<file path="src/rtl/ttt_game_ctrl.sv">
// ttt_game_ctrl
// Turn sequencer and board owner for the tic-tac-toe display. Moves a 3x3
// cursor from debounced button pulses, places X/O marks in alternating turns,
// detects wins/draws (recolouring winning cells) and answers per-cell lookups
// from the pixel pipeline.
//
// Ports:
//   clk, rst                 system clock, synchronous active-high reset
//   btn_up/down/left/right   one-cycle cursor movement pulses
//   btn_sel                  one-cycle place / restart pulse
//   rd_cell  [3:0]           cell index requested by the pixel pipeline
//   rd_mode  [1:0]           registered cell mode: 00 empty, 01 X, 10 O, 11 win
//   rd_hl                    registered cursor highlight for rd_cell
//   cursor   [3:0]           current cursor cell, 0..8 (row*3+col)
//   turn                     0 = X to move, 1 = O to move
//   winner   [1:0]           00 none, 01 X, 10 O, 11 draw
//   game_over                1 in WIN or DRAW
module ttt_game_ctrl (
  input  logic       clk,
  input  logic       rst,
  input  logic       btn_up,
  input  logic       btn_down,
  input  logic       btn_left,
  input  logic       btn_right,
  input  logic       btn_sel,
  input  logic [3:0] rd_cell,
  output logic [1:0] rd_mode,
  output logic       rd_hl,
  output logic [3:0] cursor,
  output logic       turn,
  output logic [1:0] winner,
  output logic       game_over
);

  localparam logic [2:0] PLAY_X = 3'd0;
  localparam logic [2:0] PLAY_O = 3'd1;
  localparam logic [2:0] CHECK  = 3'd2;
  localparam logic [2:0] WIN    = 3'd3;
  localparam logic [2:0] DRAW   = 3'd4;

  logic [2:0]       state;
  logic [8:0][1:0]  board;
  logic [3:0]       move_count;
  logic             mover;       // 0 = X placed last, 1 = O placed last
  logic [1:0]       mover_mark;
  logic             playing;
  logic             restart;

  logic [1:0] col;
  logic [3:0] up_pos, down_pos, left_pos, right_pos;
  logic [1:0] cur_cell;
  logic [8:0] is_mark;
  logic [7:0] line_hit;
  logic [8:0] win_cells;

  assign playing    = (state == PLAY_X) || (state == PLAY_O);
  assign mover_mark = mover ? 2'b10 : 2'b01;
  // Restart shares the reset path so both yield identical initial state.
  assign restart    = ((state == WIN) || (state == DRAW)) && btn_sel;

  // Wrapping neighbours of the cursor; the column wraps within its row.
  always_comb begin
    case (cursor)
      4'd1, 4'd4, 4'd7: col = 2'd1;
      4'd2, 4'd5, 4'd8: col = 2'd2;
      default:          col = 2'd0;
    endcase
    up_pos    = (cursor >= 4'd3) ? cursor - 4'd3 : cursor + 4'd6;
    down_pos  = (cursor <= 4'd5) ? cursor + 4'd3 : cursor - 4'd6;
    left_pos  = (col == 2'd0)    ? cursor + 4'd2 : cursor - 4'd1;
    right_pos = (col == 2'd2)    ? cursor - 4'd2 : cursor + 4'd1;
  end

  always_comb begin
    cur_cell = 2'b00;
    for (int i = 0; i < 9; i++) begin
      if (cursor == 4'(i)) cur_cell = board[i];
    end
  end

  // Line detection against the mark just placed; lines are rows, cols, diags.
  always_comb begin
    for (int i = 0; i < 9; i++) is_mark[i] = (board[i] == mover_mark);
    line_hit[0] = is_mark[0] & is_mark[1] & is_mark[2];
    line_hit[1] = is_mark[3] & is_mark[4] & is_mark[5];
    line_hit[2] = is_mark[6] & is_mark[7] & is_mark[8];
    line_hit[3] = is_mark[0] & is_mark[3] & is_mark[6];
    line_hit[4] = is_mark[1] & is_mark[4] & is_mark[7];
    line_hit[5] = is_mark[2] & is_mark[5] & is_mark[8];
    line_hit[6] = is_mark[0] & is_mark[4] & is_mark[8];
    line_hit[7] = is_mark[2] & is_mark[4] & is_mark[6];
    win_cells[0] = line_hit[0] | line_hit[3] | line_hit[6];
    win_cells[1] = line_hit[0] | line_hit[4];
    win_cells[2] = line_hit[0] | line_hit[5] | line_hit[7];
    win_cells[3] = line_hit[1] | line_hit[3];
    win_cells[4] = line_hit[1] | line_hit[4] | line_hit[6] | line_hit[7];
    win_cells[5] = line_hit[1] | line_hit[5];
    win_cells[6] = line_hit[2] | line_hit[3] | line_hit[7];
    win_cells[7] = line_hit[2] | line_hit[4];
    win_cells[8] = line_hit[2] | line_hit[5] | line_hit[6];
  end

  always_ff @(posedge clk) begin
    if (rst || restart) begin
      state      <= PLAY_X;
      board      <= '0;
      move_count <= 4'd0;
      mover      <= 1'b0;
      cursor     <= 4'd4;
      turn       <= 1'b0;
      winner     <= 2'b00;
      game_over  <= 1'b0;
    end else begin
      case (state)
        PLAY_X, PLAY_O: begin
          if (btn_sel) begin
            // Occupied cell: the press is consumed with no effect.
            if (cur_cell == 2'b00) begin
              for (int i = 0; i < 9; i++) begin
                if (cursor == 4'(i)) board[i] <= (state == PLAY_O) ? 2'b10 : 2'b01;
              end
              move_count <= move_count + 4'd1;
              mover      <= (state == PLAY_O);
              state      <= CHECK;
            end
          end else if (btn_up) begin
            cursor <= up_pos;
          end else if (btn_down) begin
            cursor <= down_pos;
          end else if (btn_left) begin
            cursor <= left_pos;
          end else if (btn_right) begin
            cursor <= right_pos;
          end
        end
        CHECK: begin
          if (|line_hit) begin
            for (int i = 0; i < 9; i++) begin
              if (win_cells[i]) board[i] <= 2'b11;
            end
            winner    <= mover_mark;
            game_over <= 1'b1;
            state     <= WIN;
          end else if (move_count == 4'd9) begin
            winner    <= 2'b11;
            game_over <= 1'b1;
            state     <= DRAW;
          end else begin
            turn  <= ~turn;
            state <= mover ? PLAY_X : PLAY_O;
          end
        end
        WIN, DRAW: begin
        end
        default: state <= PLAY_X;
      endcase
    end
  end

  // Lookup port: one cycle of latency, sampling board/cursor of that cycle.
  always_ff @(posedge clk) begin
    if (rst) begin
      rd_mode <= 2'b00;
      rd_hl   <= 1'b0;
    end else begin
      rd_mode <= 2'b00;
      for (int i = 0; i < 9; i++) begin
        if (rd_cell == 4'(i)) rd_mode <= board[i];
      end
      rd_hl <= playing && (rd_cell == cursor);
    end
  end

endmodule

</file>
<file path="config.mk">
export PLATFORM = sky130hd
export DESIGN_NAME = ttt_game_ctrl
export DESIGN_NICKNAME = d
export VERILOG_FILES = /design/src/rtl/ttt_game_ctrl.sv
export SDC_FILE = /design/constraint.sdc
export NUM_CORES = 1
export LEC_CHECK = 0
export BUFFER_PORTS_ARGS = -buffer_cell sky130_fd_sc_hd__buf_2
export CAP_MARGIN = 20
export CORE_UTILIZATION = 60
export CTS_CLUSTER_DIAMETER = 200
export DETAILED_ROUTE_END_ITERATION = 8
export PLACE_DENSITY = 0.81
export SYNTH_ARGS = -nofsm -noshare
export SYNTH_HDL_FRONTEND = slang
export SYNTH_SLANG_ARGS = --single-unit
</file>
<file path="constraint.sdc">
create_clock -name clk -period 3.1 [get_ports clk]
set_clock_uncertainty 0.1 [all_clocks]
set_input_delay 0.155 -clock clk [delete_from_list [all_inputs] [get_ports clk]]
set_output_delay 0.155 -clock clk [all_outputs]
set_load 0.02 [all_outputs]
</file>
==> impl_metrics.tcl <==
set metrics [dict create \
    status "complete, no violations" \
    p_per_area_nw_per_um2 848 \
    die_w_um 69.9 \
    synth_common_cells "nand2_1, dfxtp_1, nor2_1" \
    grt_pass1_wl_um 12000 \
    synth_cell_types 54 \
    core_um2 4380 \
    min_from "rst" \
    path_cells "inv_1 -> ha_1 -> o21ai_0 -> o311ai_0 -> a221oi_1 -> o21ai_1 -> o2bb2ai_2 -> and2_1 -> mux2i_1" \
    tritoncts "built" \
    initial_utilization 0.630 \
    cts_buffers 5 \
    syn_nets 373 \
    worstMarginPinSlew_ps 784 \
    dp_hpwl_um 5420 \
    hold_buffers 0 \
    synth_warnings 0 \
    cp_num_buf_inv 1 \
    syn_inst 350 \
    path_clk_slew_ps 80 \
    netlist_top_cells_area "dfxtp_1, mux2i_1, nand2_1, ha_1, a21oi_1" \
    cts_max_path_buffers 2 \
    antenna_cells 0 \
    grt_max_degree 20 \
    synth-seq-cells 37 \
    final_cell_area_um2 3020 \
    relSlewSlack 0.478 \
    hold_slack_ps 20.5 \
    cts_sinks 37 \
    yosysMostFrequentCell "nand2_1" \
    drtIter0Drc 252 \
    finalHoldViolations 0 \
    cp_slowest_cell "dfxtp_1" \
    period_share 0.899 \
    syn_area_um2 2760 \
    grt_overflow 0 \
    clock.fmax_mhz 359 \
    antenna_found_initial 0 \
    maxSlewViolCount 0 \
    clk_latency_ps 300 \
    path_class "register to register" \
    place_area_um2 2910 \
    dr.pass1.iters 6 \
    path_max_fanout 10 \
    critPathRequiredTime_ps 3230 \
    io-pin-count 22 \
    end_kind "register" \
    num_vias 2687 \
    via_per_inst 6.43 \
    syn_to_final_growth_pct 9.37 \
    drive_above_1_share 0.145 \
    die_h_um 69.9 \
    crit_family "compound AO/OA/AOI/OAI gates" \
    total_power_uw 2560 \
    gp_congestion 0.941 \
    layout_setup_ws_ps 313 \
    ant_nets 0 \
    leakagePower_uw 0.00125 \
    max_stage_delay_ps 530 \
    wl_um 7350 \
    vdd_drop_max_v 0.000462 \
    cts_root_buf "clkbuf_8" \
    synth_top_area_frac 0.268 \
    crit_start "cursor[1]" \
    timing.setup.tns_ps 0 \
    finalSetupViolCount 0 \
    synth_edf_count 0 \
    postCtsSetupBuffers 0 \
    route.detailed.drc 0 \
    hold_path_class "input pin to register" \
    postSynthAreaPerCell_um2 7.90 \
    r2r_start "cursor[1]" \
    io_buffer_count 21 \
    startpoint_type "register" \
    yosysSeqAreaShare 0.268 \
    yosys.area.top_type "dfxtp_1" \
    dp_slack_ps 393 \
    period_needed_ps 2790 \
    grt_setup_unrepaired "false" \
    maxCapViolCount 0 \
    die_area_um2 4880 \
    crit_arrival_ps 2920 \
    nets 388 \
    num_rows 24 \
    first_global_vias 2449 \
    synthFlopType "dfxtp_1" \
    htree_levels 2 \
    post_cts_resized 0 \
    async_flop_share 0 \
    grtUsageTotal 0.314 \
    wl_per_cell_um 17.6 \
]
==> logic make-up after synthesis <==
| kind of cell | share of synthesized area |
|---|---|
| mux | 0.130 |
| simple gates | 0.242 |
| flops | 0.268 |
| xor+xnor | 0.0380 |
| fa+ha+maj | 0.0543 |
| compound gates | 0.218 |
| buf+inv | 0.0489 |
==> worst paths after layout <==
kind              depth (start not counted)         end  slack, ps
setup / recovery                          9    board[8]        310
hold / removal                            2  rd_mode[0]         20
setup reg to reg                          9    board[8]        310
hold reg to reg                           2   game_over        370
==> metrics by stage <==
stage	std cells	util
2_1_floorplan	350	-
3_3_place_gp	410	0.663
3_5_place_dp	410	0.663
4_1_cts	418	0.689
5_1_grt	418	0.689
6_report	418	0.689
==> final cells by class <==
class | instances | area (µm²)
fillers | 349 | 1360
inverters | 13 | 48.8
flip-flops and latches | 37 | 741
well taps | 52 | 65.1
multi-input cells | 279 | 1890
clock inverters | 3 | 46.3
repair buffers | 29 | 165
clock buffers | 5 | 68.8
==> layer usage <==
layer / vias up / GRT usage / share of wire
met2: 124 / 0.490 / 0.45
met1: 1246 / 0.421 / 0.43
met5: - / 0 / 0
met4: 0 / 0.131 / 0.032
met3: 28 / 0.0693 / 0.086
li1: 1289 / - / -
==> sequential cells by signal, summed over array words and instances, names as in the netlist <==
name,cells
board,18
cursor,4
game_over,1
move_count,4
mover,1
rd_hl,1
rd_mode,2
state,3
turn,1
winner,2
==> power by group <==
group,internal [µW],leakage [µW],total [µW],switching [µW]
Clock,241,0.0000543,430,189
Sequential,584,0.000301,770,186
Combinational,574,0.000899,1360,790
Total,1400,0.00125,2560,1170
==> worst reg2reg max path: cells and delay by family, from the launching register on <==
kind / cells / cell delay [ps]
AOI/OAI and AO/OA: 5 / 1100
muxes: 1 / 200
DFF: 1 / 530
buffers and inverters: 1 / 200
and+or+nand+nor: 1 / 250
adders and majority gates: 1 / 350
==> layout by cell type (no fill, tap or decap), types with 3 or more instances in the layout <==
master / netlist / final
o211ai_1: 3 / 3
a22oi_1: 4 / 4
o22ai_1: 4 / 4
a31oi_1: 4 / 4
xnor2_1: 10 / 10
or3b_2: 5 / 5
nor3b_1: 3 / 3
ha_1: 12 / 12
dfxtp_1: 37 / 37
a21o_1: 3 / 3
nor2b_1: 10 / 10
nand2_1: 43 / 43
o21ai_0: 16 / 16
a311oi_1: 3 / 3
buf_4: 0 / 8
nor2_1: 28 / 28
nand3b_1: 8 / 8
a21oi_1: 26 / 26
clkbuf_8: 0 / 5
mux2i_1: 27 / 27
nor3_1: 15 / 15
inv_1: 13 / 13
o311ai_0: 3 / 3
o31a_1: 3 / 3
mux4_2: 3 / 3
nand3_1: 3 / 3
nand2b_1: 7 / 7
buf_2: 6 / 21
(Power assumes the default switching activity.)
